`src/rtl/mult_pkg.sv`:
```
// Shared definitions for the iterative multiplier family.
package mult_pkg;

  // Defaults shared with the other multipliers in the datapath.
  localparam int DEF_WIDTH       = 8;
  localparam int DEF_APPROX_BITS = 0;

  // Control states of the shift-add sequencer.
  typedef enum logic [1:0] {
    IDLE = 2'd0,
    RUN  = 2'd1,
    DONE = 2'd2
  } state_t;

  // Width of an iteration counter that must reach WIDTH.
  function automatic int cnt_w(input int width);
    return $clog2(width + 1);
  endfunction

endpackage

```
`src/rtl/loa_adder.sv`:
```
// Lower-part-OR approximate adder: the low APPROX_BITS are plain ORs with no
// carry into the upper part; the upper bits are an exact carry-propagate sum
// whose carry out becomes sum[WIDTH].
module loa_adder #(
  parameter int WIDTH       = 8,
  parameter int APPROX_BITS = 0
) (
  input  logic [WIDTH-1:0] a,
  input  logic [WIDTH-1:0] b,
  output logic [WIDTH:0]   sum
);

  generate
    if (APPROX_BITS > 0) begin : g_lower
      assign sum[APPROX_BITS-1:0] = a[APPROX_BITS-1:0] | b[APPROX_BITS-1:0];
    end

    if (APPROX_BITS < WIDTH) begin : g_upper
      // Carry-in of the exact part is zero: the OR region never generates one.
      assign sum[WIDTH:APPROX_BITS] = {1'b0, a[WIDTH-1:APPROX_BITS]}
                                    + {1'b0, b[WIDTH-1:APPROX_BITS]};
    end else begin : g_all_or
      assign sum[WIDTH] = 1'b0;
    end
  endgenerate

endmodule

```
`src/rtl/seq_approx_mult.sv`:
```
// Radix-2 shift-add multiplier: one conditional approximate add per cycle,
// WIDTH cycles per product, valid/ready on both sides.
module seq_approx_mult
  import mult_pkg::*;
#(
  parameter int WIDTH       = DEF_WIDTH,
  parameter int APPROX_BITS = DEF_APPROX_BITS
) (
  input  logic               clk,
  input  logic               rst,
  input  logic               in_valid,
  output logic               in_ready,
  input  logic [WIDTH-1:0]   in_a,
  input  logic [WIDTH-1:0]   in_b,
  output logic               out_valid,
  input  logic               out_ready,
  output logic [2*WIDTH-1:0] out_p,
  output logic               busy
);

  localparam int CNT_W = cnt_w(WIDTH);

  state_t             state;
  state_t             state_next;
  logic [WIDTH-1:0]   mcand;
  logic [WIDTH-1:0]   acc_hi;
  logic [WIDTH-1:0]   mq;
  logic [CNT_W-1:0]   cnt;
  logic [WIDTH:0]     loa_sum;
  logic [WIDTH:0]     sum;
  logic               accept;
  logic               last_iter;

  loa_adder #(
    .WIDTH       (WIDTH),
    .APPROX_BITS (APPROX_BITS)
  ) u_loa (
    .a   (acc_hi),
    .b   (mcand),
    .sum (loa_sum)
  );

  // Add the multiplicand only when the current multiplier bit is set.
  assign sum       = mq[0] ? loa_sum : {1'b0, acc_hi};
  assign last_iter = (cnt == CNT_W'(WIDTH - 1));
  assign accept    = in_valid & in_ready;
  assign out_p     = {acc_hi, mq};

  // Next-state and handshake outputs.
  always_comb begin
    // NOTE: every output gets a default first so no path can infer a latch.
    state_next = state;
    in_ready   = 1'b0;
    out_valid  = 1'b0;
    busy       = 1'b0;
    unique case (state)
      IDLE: begin
        in_ready = 1'b1;
        if (in_valid) state_next = RUN;
      end
      RUN: begin
        busy = 1'b1;
        if (last_iter) state_next = DONE;
      end
      DONE: begin
        out_valid = 1'b1;
        // Releasing the product and taking a new pair share one edge.
        if (out_ready) begin
          in_ready   = 1'b1;
          state_next = in_valid ? RUN : IDLE;
        end
      end
      default: state_next = IDLE;
    endcase
  end

  // State register.
  always_ff @(posedge clk) begin
    // NOTE: reset is sampled on the clock edge here, so it is part of the
    // synchronous logic rather than an asynchronous clear.
    if (rst) state <= IDLE;
    else     state <= state_next;
  end

  // Operand load, per-iteration shift of {acc_hi, mq}, and iteration count.
  always_ff @(posedge clk) begin
    // NOTE: non-blocking assignments so every register samples the values
    // from before this edge, which the shift relies on.
    if (rst) begin
      mcand  <= '0;
      acc_hi <= '0;
      mq     <= '0;
      cnt    <= '0;
    end else if (accept) begin
      mcand  <= in_a;
      mq     <= in_b;
      acc_hi <= '0;
      cnt    <= '0;
    end else if (state == RUN) begin
      acc_hi <= sum[WIDTH:1];
      mq     <= {sum[0], mq[WIDTH-1:1]};
      cnt    <= cnt + CNT_W'(1);
    end
  end

endmodule

```
`config.mk`:
```
export PLATFORM = sky130hd
export DESIGN_NAME = seq_approx_mult
export DESIGN_NICKNAME = d
export VERILOG_FILES = /design/src/rtl/mult_pkg.sv /design/src/rtl/loa_adder.sv /design/src/rtl/seq_approx_mult.sv
export SDC_FILE = /design/constraint.sdc
export NUM_CORES = 1
export LEC_CHECK = 0
export ABC_AREA = 1
export CAP_MARGIN = 20
export CORE_AREA = 10 10 69 71
export DETAILED_ROUTE_END_ITERATION = 8
export DIE_AREA = 0 0 79 81
export PLACE_DENSITY = 0.76
export SLEW_MARGIN = 20
export SYNTH_ARGS = -nofsm -noshare
export SYNTH_HDL_FRONTEND = slang
export SYNTH_SLANG_ARGS = --single-unit
```
`constraint.sdc`:
```
create_clock -name clk -period 1.8 [get_ports clk]
set_clock_uncertainty 0.1 [all_clocks]
set_input_delay 0.18 -clock clk [delete_from_list [all_inputs] [get_ports clk]]
set_output_delay 0.18 -clock clk [all_outputs]
set_load 0.01 [all_outputs]
```
* Word level (Yosys, flattened, before mapping)
Cells that the tools add are included.
** Storage, ports and cells
- Register bits after elaboration :: 30
- Input bits :: 20
- Output and inout port bits :: 19
- Word-level logic and storage cells :: 30
** Cells by class
- $add $sub $neg :: 2
- Equality and inequality tests :: 6
- Mux-type cells :: 12
- Bitwise logic cells :: 1
- Reductions and logical operators :: 4
** Operators by type and width (count)
- $mux W8 :: 2
- $add A8 B8 Y9 :: 1
- $mux W9 :: 1
- $mux W2 :: 3
- $ne A2 B2 Y1 const B :: 3
- $pmux W2 S3 :: 1
- $add A4 B1 Y4 const B :: 1
- $eq A4 B3 Y1 const B :: 1
- $mux W1 :: 4
- $reduce_and A3 Y1 :: 1
- $eq A2 B1 Y1 const B :: 1
- $eq A2 B2 Y1 const B :: 1
- $logic_not A2 Y1 :: 1
- $pmux W1 S2 :: 1
- $reduce_bool A2 Y1 :: 1
- $reduce_or A2 Y1 :: 1
- $and A1 B1 Y1 :: 1

* Depth between registers and ports, before layout
Gate-level depths: netlist (run 1).
- Depth in word-level cells :: 4
- Depth in mapped cells :: 11

* Cells and area by module
Synthesis (run 1) repeated with hierarchy kept, for this count alone.
** Unflattened totals
- Cell total of the unflattened synthesis :: 253
- Area, all modules :: 1764.2 um2
** By module, submodules not included
- seq_approx_mult :: instances 1, cells an instance 194, area each 1387.6 um2
- loa_adder :: instances 1, cells an instance 59, area each 376.6 um2

* Worst setup path before layout (run 1)
Ideal clock, no wire load.
- Path kind :: register to register
- Start :: reg acc_hi[0]
- End :: reg acc_hi[5]
- Setup time :: 0.119 ns
- Data arrival time :: 1.467 ns
- Path slack :: 0.113 ns
- Stages on the path, launching flop included :: 12
- Path buffers :: 0
- Clock period less this slack :: 1.687 ns
- Cell sequence :: dfxtp_1 > ha_1 > inv_1 > fa_1 > inv_1 > nand3_1 > nand2_1 > nand2_1 > nand2_1 > nand2_1 > nand3_1 > a21oi_1
** On the way
- Word-level cells in the longest chain between the ends :: 2
** Ends and longest elaborated chain
- start: declaration :: RTL line seq_approx_mult.sv:26 : logic [WIDTH-1:0] acc_hi;
- start signal: assignment :: RTL line seq_approx_mult.sv:100 : acc_hi <= sum[WIDTH:1];
- $add A8 B8 Y9 :: RTL line loa_adder.sv:21 : + {1'b0, b[WIDTH-1:APPROX_BITS]};
- $mux W9 :: RTL line seq_approx_mult.sv:44 : assign sum = mq[0] ? loa_sum : {1'b0, acc_hi};
No other way between the ends.
A chain may end at the register's enable or synchronous reset.

* Worst setup path after layout (run 1)
- Start :: reg state[1]
- End :: out busy
** On the way
- Word-level cells in the longest chain between the ends :: 2
** Ends and longest elaborated chain
- start: declaration :: RTL line seq_approx_mult.sv:23 : state_t state;
- start signal: assignment :: RTL line seq_approx_mult.sv:82 : else state <= state_next;
- $eq A2 B1 Y1 :: RTL line seq_approx_mult.sv:56 : unique case (state)
- $mux W1 :: RTL line seq_approx_mult.sv:56
- end: declaration :: RTL line seq_approx_mult.sv:18 : output logic busy
No other way between the ends.

==> flow_summary.json, run 1 <==
{
  "endpoint_kind": "output port",
  "avgRoutedWirePerCell_um": 12.1,
  "cts.clk_slew.worst_paths_ps": 90,
  "die_h_um": 81,
  "synth_fp_nets": 251,
  "dr.pass1.iters": 4,
  "netSwitchingPower_w": 0.000442,
  "cts_root_buffer": "clkbuf_4",
  "fmax_mhz": 579,
  "drcViolationCount": 0,
  "antenna_found_initial": 0,
  "min_period_ps": 1730,
  "crit_required_ps": 1520,
  "synthTopCellsByCount": "nand2_1 (69), a21oi_1 (31), dfxtp_1 (30)",
  "wirelength_um": 3790,
  "worst_pin_slew_ps": 360,
  "p_int_w": 0.00101,
  "post-synth-top-area-cell": "dfxtp_1",
  "regArea_um2": 606,
  "clk_latency_ps": 330,
  "cp_max_fo": 2,
  "ctsHoldBuffers": 0,
  "rows": 22,
  "routabilityCongestion": 0.848,
  "dieArea_um2": 6400,
  "hold_slack_ps": 298,
  "dp_slack_ps": 98.4,
  "fin_nets": 295,
  "io_buffer_count": 38,
  "htreeDepth": 2,
  "start_kind": "flip-flop",
  "drv_cap": 0,
  "place_hpwl_um": 2930,
  "synth_flop_cell": "dfxtp_1",
  "grt_pass1_vias": 1443,
  "vias": 1530,
  "synth.area.top_cells": "dfxtp_1 (37%), nand2_1 (16%), a21oi_1 (9.7%)",
  "syn_area_um2": 1600,
  "drv_slew": 0,
  "nFillCells": 380,
  "dp_cells": 306,
  "arrival_ps": 1450,
  "pin_count": 39,
  "final_util_pct": 59.5,
  "hold_viol_final": 0,
  "leakagePower_nw": 0.897,
  "p_seq_share_pct": 51.1,
  "ys_ff_latch": 30,
  "ys_types": 28,
  "initialDrtViolationCount": 105,
  "p_per_area_nw_per_um2": 693,
  "synth-edff-count": 0,
  "cpLargestDelayFamily": "buffers and inverters",
  "synth_top_area_share_pct": 37.4,
  "ys_warn_count": 0,
  "num_antenna_cells": 0,
  "post_drt_via_cell_ratio": 4.89,
  "crit_chain": "inv_1 > nand2_1 > inv_1 > clkdlybuf4s50_1",
  "finalSetupViolations": 0,
  "cp_slowest_cell": "clkdlybuf4s50_1",
  "cts_tree": "done",
  "clock-sinks": 30,
  "drive_above_1_share_pct": 11.3,
  "yosysSeqAreaShare_pct": 37.4,
  "grt_max_degree": 20,
  "synth_cells": 221,
  "vdd_drop_max_v": 0.000420,
  "post-cts-setup-buffers": 0,
  "start_util_pct": 45.5,
  "fin_cells": 313,
  "outcome": "complete, no violations",
  "relSlewSlack_pct": 75.8,
  "antenna_left": 0,
  "async_reset_ff_share_pct": 0,
  "clk_path_buf_depth": 2,
  "die_w_um": 79,
  "tns_ps": 0,
  "area_growth_pct": 30.7,
  "hp-class": "input pin to flip-flop",
  "grt_overflow_total": 0,
  "criticalPathCategory": "flip-flop to output port",
  "postSynthAreaPerCell_um2": 7.26,
  "cpMostUsedCell": "inv_1",
  "swShare_pct": 30.4,
  "grt_util_all_layers_pct": 12.3,
  "combPwrFrac_pct": 23.5,
  "numCtsBuffers": 5,
  "grt_pass1_wl_um": 6400,
  "clkPwrFrac_pct": 25.3,
  "multi_input_area_um2": 862,
  "fin_ws_ps": 71.8,
  "core_um2": 3520,
  "yosysMostFrequentCell": "nand2_1",
  "cpPeakStageDelay_ps": 550,
  "crit_buf_inv": 3,
  "fin_crit_sh_pct": 96.0
}
==> power groups by stage <==
stage	clock (W)	sequential, W	combinational [W]
after floorplan	0	0.000758	0.000198
after global placement	0	0.000755	0.000344
after detailed placement	0	0.000756	0.000344
after CTS	0.000374	0.000741	0.000346
after global routing	0.000400	0.000749	0.000382
final	0.000368	0.000742	0.000342
==> area by class of cell <==
cell class	instances	area share, %
clock buffer	5	1.79
clock inverter	2	0.478
inverter	22	4.06
tap	48	2.87
sequential	30	28.9
timing repair buffer	45	20.8
multi-input combinational	161	41.1
==> worst paths after layout <==
check                           slack [ps]  depth (start not counted)  startpoint        end
worst max-delay path                    70                          4    state[1]       busy
worst min register to register         380                          2    mcand[7]   mcand[7]
worst max register to register         140                         10    mcand[0]  acc_hi[7]
worst min-delay path                   300                          3     in_a[3]   mcand[3]
==> layer usage <==
metal  vias to the layer above  GRT usage [%]  part of all wire (%)
li1                        806              -                     -
met1                       675           14.4                    44
met2                        42           19.3                    45
met3                         7           5.85                   9.0
met4                         0           4.30                   1.5
met5                         -              0                     0
==> placed cells by master (no fill, tap or decap), types with 3 or more instances in the layout <==
cell	count
nand2_2	5
clkdlybuf4s50_1	37
ha_1	9
nand3_1	10
nand2_1	68
buf_4	7
nor2_1	11
a31oi_1	7
dfxtp_1	26
clkinv_2	4
a21oi_1	31
o21ai_0	6
xor2_1	3
clkbuf_4	5
inv_1	19
dfxtp_2	4
==> through the flow <==
| stage | power (W) | instance area (um^2) |
|---|---|---|
| 2_1_floorplan | 0.000956 | 1600 |
| 3_3_place_gp | 0.00110 | 2040 |
| 3_5_place_dp | 0.00110 | 2040 |
| 4_1_cts | 0.00146 | 2090 |
| 5_1_grt | 0.00153 | 2100 |
| 6_report | 0.00145 | 2100 |
==> tightest hold or removal path: cells and delay by family <==
family,cells,cell delay [ps]
AND/OR/NAND/NOR,1,60
AO/OA/AOI/OAI,1,50
buffers and inverters,1,390
==> repair_timing <==
action	4_1_cts	5_1_grt
endpoints found under the hold margin	0	0
endpoints found under the setup margin	0	5
gates resized for setup	0	6
==> flip-flops by register name (all words and copies together), names as in the netlist <==
| register | count |
|---|---|
| cnt | 4 |
| state | 2 |
| mq | 8 |
| mcand | 8 |
| acc_hi | 8 |
==> cells by family after synthesis <==
family | after synthesis | share of synthesized area, %
compound gates | 48 | 17.2
xor+xnor | 4 | 2.18
fa+ha+maj | 10 | 8.27
buf+inv | 30 | 8.97
flops | 30 | 37.4
mux | 1 | 0.624
simple gates | 98 | 25.4
(Power assumes the default switching activity.)
==> run 2, diff against run 1 <==
Settings changed: CORE_AREA 10 10 69 71 to 2 2 61 63, DIE_AREA 0 0 79 81 to 0 0 63 65.
==> run 2 against run 1 <==
Effect of this change:
- via count shrank 0.20%
- clock power grew 18%
- die area shrank 36%
- hold slack is essentially flat
- fmax grew 1.6%
- critical path type unchanged
==> flow_summary.json, run 2 (synthesized netlist as in run 1, its figures left out) <==
{
  "die_w_um": 63,
  "p_total_w": 0.00152,
  "start_util_pct": 45.9,
  "r2r_cells": 8,
  "die_h_um": 65,
  "drcViolationCount": 0,
  "endpoint_kind": "output port",
  "numCtsBuffers": 5,
  "rrSetupSlack_ps": 190,
  "area_growth_pct": 31.9,
  "final_util_pct": 60.5,
  "rsz0062_at_grt": "false",
  "start_kind": "flip-flop",
  "p_seq_share_pct": 48.9,
  "post-cts-setup-buffers": 0,
  "combPwrFrac_pct": 22.6,
  "p_per_area_nw_per_um2": 718,
  "cts_tree": "done",
  "dieArea_um2": 4100,
  "criticalPathCategory": "flip-flop to output port",
  "crit_required_ps": 1520,
  "rows": 22,
  "final_cell_mix": "nand2_1 (68), clkdlybuf4s50_1 (37), a21oi_1 (31)",
  "drive_above_1_share_pct": 12.8,
  "p_int_w": 0.00106,
  "avgRoutedWirePerCell_um": 11.1,
  "routabilityCongestion": 0.800,
  "cts_root_buffer": "clkbuf_4",
  "htreeDepth": 2,
  "grt_util_all_layers_pct": 18.2,
  "reg2reg_from": "acc_hi[5]",
  "nFillCells": 342,
  "leakagePower_nw": 0.896,
  "wirelength_um": 3490,
  "grt_pass1_vias": 1370,
  "clock-sinks": 30,
  "vias": 1527,
  "relSlewSlack_pct": 76.8,
  "place_hpwl_um": 2640,
  "min_period_ps": 1700,
  "r2r_end": "acc_hi[6]",
  "regArea_um2": 607,
  "fmax_mhz": 588,
  "swShare_pct": 30.3,
  "clkPwrFrac_pct": 28.5,
  "grt_pass1_wl_um": 5870,
  "arrival_ps": 1420,
  "antenna_found_initial": 0,
  "drv_cap": 0,
  "io_buffer_count": 38,
  "hp-class": "input pin to flip-flop",
  "dr.pass1.iters": 4,
  "antenna_left": 0,
  "worst_pin_slew_ps": 344,
  "cts.clk_slew.worst_paths_ps": 100,
  "hold_viol_final": 0,
  "post_drt_via_cell_ratio": 4.86,
  "fin_nets": 295,
  "postPlaceCellArea_um2": 2040,
  "finalSetupViolations": 0,
  "clk_path_buf_depth": 2,
  "min_to": "mcand[0]",
  "fin_crit_sh_pct": 94.5,
  "cts_resized": 0,
  "grt_overflow_total": 0,
  "hp-start": "in_a[0]",
  "initialDrtViolationCount": 56,
  "cp_max_fo": 2,
  "drv_slew": 0,
  "multi_input_area_um2": 865,
  "pin_count": 39,
  "finalInstanceArea_um2": 2120,
  "vdd_drop_max_v": 0.000460,
  "num_antenna_cells": 0,
  "clk_latency_ps": 330,
  "outcome": "complete, no violations",
  "final_common_cell": "nand2_1",
  "core_um2": 3500,
  "holdPathStages": 3,
  "ctsHoldBuffers": 0,
  "netSwitchingPower_w": 0.000460,
  "tns_ps": 0,
  "largestRegisters": "acc_hi x8, mcand x8, mq x8",
  "grt_max_degree": 20
}
==> run 2: worst max-delay path: stages, from the launching register on <==
cell and delay, ps:
dfxtp_2 370, inv_1 50, nor2_1 120, clkdlybuf4s50_1 550
==> run 2: power by group through the flow <==
stage	registers (W)	clock network, W	logic (W)
floorplan	0.000758	0	0.000198
global placement	0.000755	0	0.000339
detailed placement	0.000755	0	0.000344
CTS	0.000740	0.000440	0.000346
global route	0.000749	0.000466	0.000380
finish	0.000742	0.000433	0.000343
==> run 2: layer usage <==
metal	vias up	GRT usage (%)	routed length, um
li1	813	-	-
met1	674	22.6	1720
met2	33	29.9	1580
met3	7	4.86	151
met4	0	7.50	50
met5	-	0	0
==> run 2: area by class of cell <==
type                            count  share of cell area [%]
Clock buffer                        6                    2.42
Clock inverter                      2                   0.591
Inverter                           22                    4.02
Multi-Input combinational cell    161                    40.9
Sequential cell                    30                    28.7
Tap cell                           48                    2.84
Timing Repair Buffer               45                    20.6
==> run 2: per-stage QoR <==
stage                     instances  hold WS (ps)  setup slack (ps)
after floorplan                 221           223               113
after global placement          306           358               128
after detailed placement        306           366               113
after CTS                       314           293              28.3
after global routing            314           314              17.9
final                           314           298              99.1
==> run 2: worst max-delay path by stage <==
stage                     slack, ps  depth (start not counted)   endpoint       from
after floorplan                 110                         11  acc_hi[5]  acc_hi[0]
after global placement          130                          4   in_ready  out_ready
after detailed placement        110                         11  acc_hi[5]   mcand[0]
after CTS                        30                          3       busy   state[0]
after global routing             20                          3  out_valid   state[1]
final                           100                          3  out_valid   state[1]
